<file path="src/rtl/dmem_arbiter.sv">
// dmem_arbiter: shares the single-port data memory between the CPU load/store
// path and the host debug/loader port. The CPU has fixed priority, a host that
// has been denied MAX_WAIT cycles in a row is forced through, and the host may
// lock the bus for bursts of up to LOCK_MAX grants. Read data comes back
// registered, with a one-cycle valid strobe per requester.
module dmem_arbiter #(
   parameter int AW       = 8,
   parameter int DW       = 8,
   parameter int MAX_WAIT = 4,
   parameter int LOCK_MAX = 16
) (
   input  logic          clk,
   input  logic          rst_n,
   // CPU load/store port
   input  logic          cpu_req,
   input  logic          cpu_we,
   input  logic [AW-1:0] cpu_addr,
   input  logic [DW-1:0] cpu_wdata,
   output logic          cpu_gnt,
   output logic          cpu_stall,
   output logic          cpu_rvalid,
   output logic [DW-1:0] cpu_rdata,
   // host debug/loader port
   input  logic          host_req,
   input  logic          host_we,
   input  logic          host_lock,
   input  logic [AW-1:0] host_addr,
   input  logic [DW-1:0] host_wdata,
   output logic          host_gnt,
   output logic          host_rvalid,
   output logic [DW-1:0] host_rdata,
   // memory port
   output logic          mem_we,
   output logic [AW-1:0] mem_addr,
   output logic [DW-1:0] mem_wdata,
   input  logic [DW-1:0] mem_rdata
);

   localparam int WW = $clog2(MAX_WAIT + 1);
   localparam int LW = $clog2(LOCK_MAX + 1);

   typedef enum logic {
      ARB   = 1'b0,
      HLOCK = 1'b1
   } state_t;

   state_t        state_q;
   logic [WW-1:0] wait_q;      // consecutive cycles the host was denied
   logic [LW-1:0] lock_q;      // grants already given in the current locked burst
   logic          supp_q;      // first ARB cycle after a forced lock release
   logic          cpu_rvalid_q, host_rvalid_q;
   logic [DW-1:0] cpu_rdata_q, host_rdata_q;

   logic          host_due;
   logic          lock_last;
   logic          cpu_rd, host_rd;

   assign host_due  = (wait_q == WW'(MAX_WAIT));
   // the grant being given now is the LOCK_MAX-th of the burst
   assign lock_last = ((lock_q + LW'(1)) == LW'(LOCK_MAX));

   // Grant decision: combinational from state and requests, never two at once.
   // Grants are held off while reset is asserted so nothing reaches memory.
   always_comb begin
      cpu_gnt  = 1'b0;
      host_gnt = 1'b0;
      if (rst_n) begin
         if (state_q == HLOCK) begin
            host_gnt = host_req;
         end else if (cpu_req && (supp_q || !(host_due && host_req))) begin
            cpu_gnt = 1'b1;
         end else begin
            host_gnt = host_req;
         end
      end
   end

   assign cpu_stall = cpu_req & ~cpu_gnt;
   assign cpu_rd    = cpu_gnt & ~cpu_we;
   assign host_rd   = host_gnt & ~host_we;

   // Memory port mux: the granted side drives, otherwise everything is zero.
   always_comb begin
      mem_we    = 1'b0;
      mem_addr  = '0;
      mem_wdata = '0;
      if (cpu_gnt) begin
         mem_we    = cpu_we;
         mem_addr  = cpu_addr;
         mem_wdata = cpu_wdata;
      end else if (host_gnt) begin
         mem_we    = host_we;
         mem_addr  = host_addr;
         mem_wdata = host_wdata;
      end
   end

   // Arbitration FSM with host starvation counter and lock burst counter.
   always_ff @(posedge clk or negedge rst_n) begin
      if (!rst_n) begin
         state_q <= ARB;
         wait_q  <= '0;
         lock_q  <= '0;
         supp_q  <= 1'b0;
      end else begin
         if (!host_req || host_gnt) begin
            wait_q <= '0;
         end else if (!host_due) begin
            wait_q <= wait_q + WW'(1);
         end

         case (state_q)
            ARB: begin
               supp_q <= 1'b0;
               if (host_gnt && host_lock) begin
                  state_q <= HLOCK;
                  lock_q  <= LW'(1);
               end
            end
            HLOCK: begin
               if (!host_req || !host_lock) begin
                  state_q <= ARB;
                  lock_q  <= '0;
               end else if (lock_last) begin
                  // forced release: the waiting CPU gets the next cycle
                  state_q <= ARB;
                  lock_q  <= '0;
                  supp_q  <= 1'b1;
               end else begin
                  lock_q <= lock_q + LW'(1);
               end
            end
            default: begin
               state_q <= ARB;
               lock_q  <= '0;
               supp_q  <= 1'b0;
            end
         endcase
      end
   end

   // Read return: capture memory data on a granted read, strobe valid next cycle.
   always_ff @(posedge clk or negedge rst_n) begin
      if (!rst_n) begin
         cpu_rvalid_q  <= 1'b0;
         host_rvalid_q <= 1'b0;
         cpu_rdata_q   <= '0;
         host_rdata_q  <= '0;
      end else begin
         cpu_rvalid_q  <= cpu_rd;
         host_rvalid_q <= host_rd;
         if (cpu_rd)  cpu_rdata_q  <= mem_rdata;
         if (host_rd) host_rdata_q <= mem_rdata;
      end
   end

   assign cpu_rvalid  = cpu_rvalid_q;
   assign cpu_rdata   = cpu_rdata_q;
   assign host_rvalid = host_rvalid_q;
   assign host_rdata  = host_rdata_q;

endmodule

</file>
<file path="config.mk">
export PLATFORM = sky130hd
export DESIGN_NAME = dmem_arbiter
export DESIGN_NICKNAME = d
export VERILOG_FILES = /design/src/rtl/dmem_arbiter.sv
export SDC_FILE = /design/constraint.sdc
export NUM_CORES = 1
export LEC_CHECK = 0
export BUFFER_PORTS_ARGS = -buffer_cell sky130_fd_sc_hd__buf_2
export CAP_MARGIN = 20
export CORE_MARGIN = 2
export CORE_UTILIZATION = 44
export CTS_CLUSTER_DIAMETER = 40
export DETAILED_ROUTE_END_ITERATION = 7
export HOLD_SLACK_MARGIN = 0.06
export PLACE_DENSITY = 0.79
export SLEW_MARGIN = 20
export SYNTH_ARGS = -nofsm -noshare
export SYNTH_HDL_FRONTEND = slang
export SYNTH_SLANG_ARGS = --single-unit
export TNS_END_PERCENT = 5
</file>
<file path="constraint.sdc">
create_clock -name clk -period 2.7 [get_ports clk]
set_clock_uncertainty 0.15 [all_clocks]
set_input_delay 0.135 -clock clk [delete_from_list [all_inputs] [get_ports clk]]
set_output_delay 0.135 -clock clk [all_outputs]
set_load 0.01 [all_outputs]
</file>
* After elaboration in Yosys (flattened, before gate mapping)
Index checks and enable logic that the tools add are counted.
Operators by class: add/subtract/negate cells 2, multiply operators 0, div/mod/pow operators 0, $lt $le $gt $ge 0, equality and inequality tests 6, shifts and indexed selects 0, muxes and demuxes 25, bitwise operators 7, reduce and logical (&&, ||, !) cells 10
Operators with widths (count):
- 2-to-1 mux 8 bit | 4
- 2-to-1 mux 5 bit | 3
- 2-to-1 mux 1 bit | 13
- case mux 5 bit (2 select lines) | 1
- 2-to-1 mux 3 bit | 2
- adder 5 x 1 -> 5 bit, second input constant | 1
- equality test 5 bit, second input constant | 1
- inequality test 2 x 1 -> 1 bit, second input constant | 2
- inequality test 2 bit, second input constant | 2
- inverter 1 bit | 4
- case mux 1 bit (2 select lines) | 2
- adder 3 x 1 -> 3 bit, second input constant | 1
- bitwise AND 1 bit | 3
- equality test 3 bit, second input constant | 1
- logical AND 1 bit | 3
- logical NOT 1 bit | 3
- logical OR 1 bit | 3
- AND reduction 2 bit | 1
Storage, ports and cells: register bits 28, latch bits 0, memory bits (writable) 0, memory bits (read-only) 0, bits of input ports 47, word-level logic and storage cells 58, memories kept 0

* Depth between registers and ports, before layout
Gate-level depths: netlist of the first run.
depth in word-level cells 11, gate-level depth with buffers 8

* Worst setup path after synthesis of the first run
No wires, ideal clock.
path kind register to register, start point register wait_q[0], end point register cpu_rdata_q[0], in the netlist cpu_rdata[0], setup time 125 ps, data arrival time 1757 ps, slack 668 ps, stages on the path, launching flop included 8, path buffers 1, period minus slack after synthesis 2032 ps, cells stage by stage dfrtp_1 inv_1 ha_1 and3b_1 a21o_1 or3_1 buf_6 mux2_4
On the way: cells in the longest elaborated chain, start to end 9
RTL lines:
- start: declaration | RTL line 48 | logic [WW-1:0] wait_q;
- start signal: assignment | RTL line 109 | wait_q <= wait_q + WW'(1);
- equality test 3 bit | RTL line 58 | assign host_due = (wait_q == WW'(MAX_WAIT));
- logical AND 1 bit | RTL line 70 | end else if (cpu_req && (supp_q || !(host_due && host_req))) begin
- logical NOT 1 bit | RTL line 70
- logical OR 1 bit | RTL line 70
- logical AND 1 bit | RTL line 70
- 2-to-1 mux 1 bit | RTL line 70
- 2-to-1 mux 1 bit | RTL line 68 | if (state_q == HLOCK) begin
- 2-to-1 mux 1 bit | RTL line 67 | if (rst_n) begin
- bitwise AND 1 bit | RTL line 79 | assign cpu_rd = cpu_gnt & ~cpu_we;
- end signal: assignment | RTL line 152 | if (cpu_rd) cpu_rdata_q <= mem_rdata;
- end: declaration | RTL line 52 | logic [DW-1:0] cpu_rdata_q, host_rdata_q;
No other way between the ends. A chain may end at the register's enable or synchronous reset.

* Worst setup path after layout of the first run
start point register wait_q[0], end point output mem_addr[6]
On the way: cells in the longest elaborated chain, start to end 10, elaborated cells between the ends (all ways) 13, classes of those cells eq/ne: 1; mux: 8; reduce/logical: 4
RTL lines:
- equality test 3 bit (*) | RTL line 58
- logical AND 1 bit (*) | RTL line 70
- logical NOT 1 bit (*) | RTL line 70
- logical OR 1 bit (*) | RTL line 70
- logical AND 1 bit (*) | RTL line 70
- 2-to-1 mux 1 bit | RTL line 70
- 2-to-1 mux 1 bit | RTL line 68
- 2-to-1 mux 1 bit | RTL line 67
- 2-to-1 mux 8 bit | RTL line 91 | end else if (host_gnt) begin
- 2-to-1 mux 8 bit (*) | RTL line 87 | if (cpu_gnt) begin
- end: declaration | RTL line 34 | output logic [AW-1:0] mem_addr,
Every way passes the cells marked *; elsewhere a longest branch is shown, timed or not.

==> results of run 1 <==
==> routing by layer <==
| metal | vias up | part of all wire (%) |
|---|---|---|
| li1 | 765 | - |
| met1 | 724 | 41 |
| met2 | 59 | 53 |
| met3 | 2 | 5.4 |
| met4 | 0 | 0.54 |
| met5 | - | 0 |
==> Yosys cell counts <==
cell	n
nand4b_2	1
a22o_1	1
buf_1	2
inv_1	6
nor3_1	3
a21o_1	1
o41ai_1	1
ha_1	3
o31ai_1	1
o21ai_0	5
buf_2	4
a21oi_1	20
or3_1	1
nand3_1	20
o22ai_1	3
mux2i_1	1
nand2b_4	1
o21bai_1	1
and3_1	3
nor2b_1	3
dfrtp_1	28
mux2_4	8
clkbuf_1	4
nand4_1	2
and3b_1	1
a31oi_1	1
nor2_1	5
nand2_1	24
o21a_1	1
xnor2_1	1
mux2_2	9
buf_6	1
==> final timing paths <==
check,start,endpoint,slack (ns),cells after the start
worst max-delay path,wait_q[0],mem_addr[6],0.28,8
worst min-delay path,host_we,host_rvalid,0.07,3
worst max register to register,wait_q[0],cpu_rdata[5],0.43,6
worst min register to register,supp_q,supp_q,0.36,1
max in group asynchronous,rst_n,cpu_rdata[5],1.92,3
min in group asynchronous,rst_n,host_rdata[7],0.20,3
==> cell usage in the layout, fill, tap and decap left out, types with 2 or more instances in the layout <==
cell	n
buf_4	4
ha_1	3
o22ai_1	3
a21oi_1	20
nand3_1	20
nor2b_1	3
nor3_1	3
clkbuf_4	3
nand2_1	24
dlygate4sd3_1	10
buf_2	84
nor2_1	5
dfrtp_1	28
and3_1	3
inv_1	6
mux2_2	9
mux2_4	8
nand4_1	2
o21ai_0	5
==> area by class of cell <==
cell class                 count  area share (%)
tap                           46           2.644
multi-input combinational    121           36.44
timing repair buffer          98           25.29
clock buffer                   3           1.034
clock inverter                 1           1.379
sequential                    28           32.18
inverter                       6           1.034
==> metrics by stage <==
step,cell area [um2],utilization (%),cells,setup WS (ns)
floorplan,1570,-,166,0.6677
finish,2177,64.23,303,0.2844
detailed placement,2024,59.73,289,0.4467
global route,2177,64.23,303,0.1199
global placement,2024,59.73,289,0.5092
CTS,2177,64.23,303,0.2587
==> state kept, by name, indices dropped and copies added (netlist names) <==
name         cells
lock_q           5
supp_q           1
cpu_rvalid       1
host_rvalid      1
state_q          1
host_rdata       8
wait_q           3
cpu_rdata        8
==> cells by family after synthesis <==
logic type | Yosys count
AOI/OAI and AO/OA | 35
xor gates and xnor gates | 1
adders and majority gates | 3
buffers and inverters | 17
DFF | 28
muxes | 18
and+or+nand+nor | 64
==> worst register-to-register path, stage by stage (launching register included) <==
cell,delay [ns]
dfrtp_1,0.42
inv_1,0.06
ha_1,0.24
and3b_1,0.20
a21o_1,0.19
or3_1,0.54
mux2_4,0.38
==> power by group through the flow <==
stage	clock network (W)	logic (W)	registers (W)
global placement	0	0.000310	0.000531
CTS	0.000279	0.000330	0.000523
floorplan	0	0.000153	0.000553
finish	0.000275	0.000327	0.000523
detailed placement	0	0.000318	0.000531
global route	0.000307	0.000359	0.000532
==> repair_timing <==
action                                 CTS  global route
hold buffers                            10             0
endpoints found under the hold margin   47             0
setup buffers                            0             0
==> results.py, run 1 <==
metrics = {
    "critical_path": {
        "cpLargestDelayFamily": "buffers and inverters",
        "start_kind": "flop",
        "timing.setup.critical_path_class": "flop to primary output",
        "end_kind": "primary output",
        "timing.critical_path.required_ns": 2.41,
        "worst-path-buf-inv": 3,
        "crit_slowest_cell": "dfrtp_1",
        "cells_along_the_critical_path": "inv_1 > ha_1 > and3b_1 > a21o_1 > buf_4 > nand3_1 > a21oi_1 > buf_2",
        "crit_path_max_incr_delay_ns": 0.44,
        "crit_path_max_fanout": 20,
        "critPathArrivalTime_ns": 2.13,
    },
    "logic_synthesis": {
        "synth.avg_cell_area_um2": 9.459,
        "yosys.area_share.adder_pct": 2.390,
        "yosys_register_bits": 28,
        "ys.warnings.count": 0,
        "mux_share_of_post_synthesis_cell_area_pct": 14.74,
        "synth_xor_area_share_pct": 0.5578,
        "post_synth_and_or_nand_nor_area_fraction_pct": 20.24,
        "netlist.area_leader.share_pct": 44.62,
        "synth_top_cells_by_area": "dfrtp_1 (45%), mux2_4 (7.6%), mux2_2 (6.5%)",
        "seq_total_area_yosys_pct": 44.62,
        "netlist_instances": 166,
        "netlist-cell-type-count": 32,
        "largest_family_of_logic_cells_by_synthesized_area": "simple AND/OR/NAND/NOR gates",
        "compound_gate_portion_of_the_synthesized_area_pct": 12.59,
        "library_cell_occupying_the_most_area_in_the_post_synthesis_netlist": "dfrtp_1",
        "synth.net_count": 216,
        "post_synth_instance_area_um2": 1570,
    },
    "timing": {
        "grt_setup_unrepaired": "no",
        "finalSetupViolations": 0,
        "maxSlewHeadroom_pct": 65.95,
        "max_slew.worst_pin.slew_ns": 0.5107,
        "period_utilization_post_route_pct": 89.47,
        "maxClockFrequency_mhz": 414.0,
        "period_minus_slack_ns": 2.416,
        "timing.hold.ws_ns": 0.07466,
        "timing_max_transition_violations_final": 0,
        "fin_tns_setup_ns": 0,
        "timing.final.hold_violations": 0,
    },
    "detailed_routing": {
        "finalWirelength_mm": 3.871,
        "drt_pass1_iterations": 4,
        "via_per_inst": 5.116,
        "drtAntennaViolNets": 0,
        "detailroute.via_count": 1550,
        "detailedRoute.firstIterationViolations": 40,
        "drc_errors": 0,
        "routedWlPerCell_um": 12.78,
    },
    "pwr": {
        "power_report.internal_total_w": 0.0008059,
        "total_switching_power_w": 0.0003192,
        "power_frac_clock_pct": 24.5,
        "share_seq_of_total_power_pct": 46.4,
        "switching_share_pct": 28.37,
        "leakagePower_nw": 1.159,
        "total_power_w": 0.001125,
        "power.combinational.fraction_pct": 29.1,
        "power.density_cell_area_nw_per_um2": 516.8,
        "irDropWorstVdd_mv": 0.2112,
    },
    "cts": {
        "cts-root-buf": "clkbuf_4",
        "numClockSinks": 28,
        "gates_resized_cts_repair": 0,
        "h-tree-depth": 1,
        "tritoncts": "yes",
        "clkTransAtPathRegs_ns": 0.16,
        "cts_buffers": 3,
        "cts.path.max_buffers": 2,
        "clock_latency_ns": 0.32,
    },
    "floorplanning": {
        "starting_density_of_the_core_pct": 46.33,
        "die_area_um2": 4063,
        "die_x_um": 63.74,
        "core_area_um2": 3390,
        "boundaryPins": 85,
        "die_ht_um": 63.74,
        "row_count": 21,
    },
    "hold_path": {
        "hp-class": "primary input to flop",
    },
    "final_layout": {
        "multi_input_comb_area_um2": 793.3,
        "layout_cell_share_with_drive_strength_beyond_1_pct": 43.19,
        "fin_nets": 308,
        "seq_area_um2": 700.7,
        "areaGrowthSynthToFinish_pct": 38.65,
        "fillCellCount": 290,
        "antenna_cells": 0,
    },
    "place": {
        "globalplace.congestion": 0.9264,
        "numPortBuffers": 84,
        "hpwlAfterDp_mm": 2.843,
    },
    "global_route": {
        "via_count_of_the_first_global_routing_pass": 1397,
        "gr-usage-met3_pct": 1.937,
        "global_route_total_overflow": 0,
        "grt_antenna_before_repair": 0,
        "grt_max_degree": 33,
        "grt_util_met2_pct": 36.45,
        "grt_util_all_layers_pct": 19.36,
        "grt_pass1_wl_mm": 6.258,
        "top_usage_layer": "met2",
        "globalRouteMet1Util_pct": 23.86,
    },
    "job": {
        "number_of_max_cap_violations": 0,
    },
    "outcome": {
        "run_status": "complete, no violations",
    },
}
(Power assumes the default switching activity.)
==> run 2, diff against run 1 <==
CORE_UTILIZATION = 46   (was 44)
CTS_BUF_LIST = sky130_fd_sc_hd__clkbuf_4   (was not set)
PLACE_DENSITY = 0.82   (was 0.79)
==> run 2 against run 1 <==
Compared with the run above: sequential cell count did not move; worst hold slack improved by 0.00097 ns; first-iteration DRC count down 20%; critical path depth unchanged; sequential share of layout area unchanged; final cell count unchanged; routed wire length rose by 2.7%; final area unchanged; sequential power is essentially flat; combinational power rose by 1%; clock power barely moved; largest cell class unchanged; largest power group unchanged.
==> results.py, run 2 (synthesis results as in run 1) <==
metrics = {
    "pwr": {
        "power.density_cell_area_nw_per_um2": 520.8,
        "irDropWorstVdd_mv": 0.2202,
        "leakagePower_nw": 1.159,
    },
    "timing": {
        "maxClockFrequency_mhz": 431.0,
        "maxSlewHeadroom_pct": 63.40,
        "period_utilization_post_route_pct": 85.92,
        "final_critical_path_setup_slack_ns": 0.3800,
        "grt_setup_unrepaired": "no",
        "fin_tns_setup_ns": 0,
        "timing_max_transition_violations_final": 0,
        "max_slew.worst_pin.slew_ns": 0.5490,
        "finalSetupViolations": 0,
        "period_minus_slack_ns": 2.320,
        "timing.final.hold_violations": 0,
    },
    "outcome": {
        "run_status": "complete, no violations",
    },
    "detailed_routing": {
        "routedWlPerCell_um": 13.12,
        "drtAntennaViolNets": 0,
        "drt_pass1_iterations": 4,
        "detailedRoute.firstIterationViolations": 32,
        "drc_errors": 0,
        "via_per_inst": 5.066,
        "finalWirelength_mm": 3.974,
        "detailroute.via_count": 1535,
    },
    "critical_path": {
        "end_kind": "primary output",
        "critPathArrivalTime_ns": 2.03,
        "timing.setup.critical_path_class": "flop to primary output",
        "timing.critical_path.required_ns": 2.41,
        "start_kind": "flop",
        "startpoint": "wait_q[0]",
        "r2r-start": "wait_q[0]",
        "crit_path_max_fanout": 20,
    },
    "cts": {
        "gates_resized_cts_repair": 0,
        "cts.path.max_buffers": 2,
        "cts_buffers": 3,
        "number_of_hold_repair_buffers_added_at_the_cts_stage": 10,
        "clkTransAtPathRegs_ns": 0.15,
        "cts-root-buf": "clkbuf_4",
        "numClockSinks": 28,
        "h-tree-depth": 1,
        "clock_latency_ns": 0.33,
        "cts_setup_buffers": 0,
        "tritoncts": "yes",
    },
    "global_route": {
        "global_route_total_overflow": 0,
        "grt_util_all_layers_pct": 20.94,
        "grt_pass1_wl_mm": 6.575,
        "grt_antenna_before_repair": 0,
        "via_count_of_the_first_global_routing_pass": 1436,
        "grt_max_degree": 33,
    },
    "floorplanning": {
        "row_count": 21,
        "die_ht_um": 62.43,
        "boundaryPins": 85,
        "core_area_um2": 3311,
        "starting_density_of_the_core_pct": 47.43,
        "die_x_um": 62.43,
        "die_area_um2": 3897,
    },
    "final_layout": {
        "fin_nets": 308,
        "layout_cell_share_with_drive_strength_beyond_1_pct": 43.19,
        "layout_commonest_cell": "buf_2",
        "antenna_cells": 0,
        "areaGrowthSynthToFinish_pct": 38.65,
        "finalCoreUtilization_pct": 65.76,
        "layout.cells.most_common_list": "buf_2 (84), dfrtp_1 (28), nand2_1 (24)",
    },
    "place": {
        "hpwlAfterDp_mm": 2.827,
        "globalplace.congestion": 0.7775,
        "placement.setup.worst_slack_ns": 0.4385,
        "numPortBuffers": 84,
    },
    "hold_path": {
        "hp-class": "primary input to flop",
        "min_from": "host_we",
    },
    "job": {
        "number_of_max_cap_violations": 0,
    },
}
run 2: cell counts in the layout (fill, tap and decap cells not counted):
Identical to the previous run, type by type.
run 2: area by class of cell:
type                    count  area, um2
clock inverters             1      30.03
inverters                   6      22.52
well taps                  46      57.56
repair buffers             98      550.5
fillers                   278       1134
flip-flops and latches     28      700.7
clock buffers               3      22.52
multi-input cells         121      793.3
run 2: through the flow:
stage               instance area, um2  cells  total power [W]  hold slack, ns
floorplan                         1570    166        0.0007063         -0.3106
global placement                  2024    289        0.0008403         0.03293
detailed placement                2024    289        0.0008515         0.04150
CTS                               2177    303         0.001134         0.07179
global route                      2177    303         0.001202          0.1096
finish                            2177    303         0.001134         0.07563
run 2: report_power, final:
group          switching (W)  leakage, nW  internal [W]
sequential         0.0000435        0.353      0.000483
combinational       0.000158        0.778      0.000173
clock               0.000127       0.0279      0.000150
total               0.000328         1.16      0.000806
run 2: worst paths after layout:
kind	end	slack, ns	cells past startpoint
setup / recovery	mem_addr[7]	0.38	8
hold / removal	host_rvalid	0.08	3
setup reg to reg	cpu_rdata[1]	0.42	6
hold reg to reg	host_rdata[4]	0.37	1
max in group asynchronous	wait_q[2]	1.93	3
min in group asynchronous	cpu_rdata[2]	0.19	3
run 2: critical path, cell delays in order (launching register included):
cell	delay, ns
dfrtp_1	0.43
inv_1	0.07
ha_1	0.20
and3b_1	0.22
a21o_1	0.14
buf_4	0.22
nand3_1	0.10
a21oi_1	0.17
buf_2	0.15
run 2: routing by layer:
layer,global-route usage [%],wire (um),up-vias
met2,37.77,2060,63
met3,1.622,228,4
met1,25.94,1627,703
met5,0,0,-
li1,-,-,765
met4,8.333,57,0
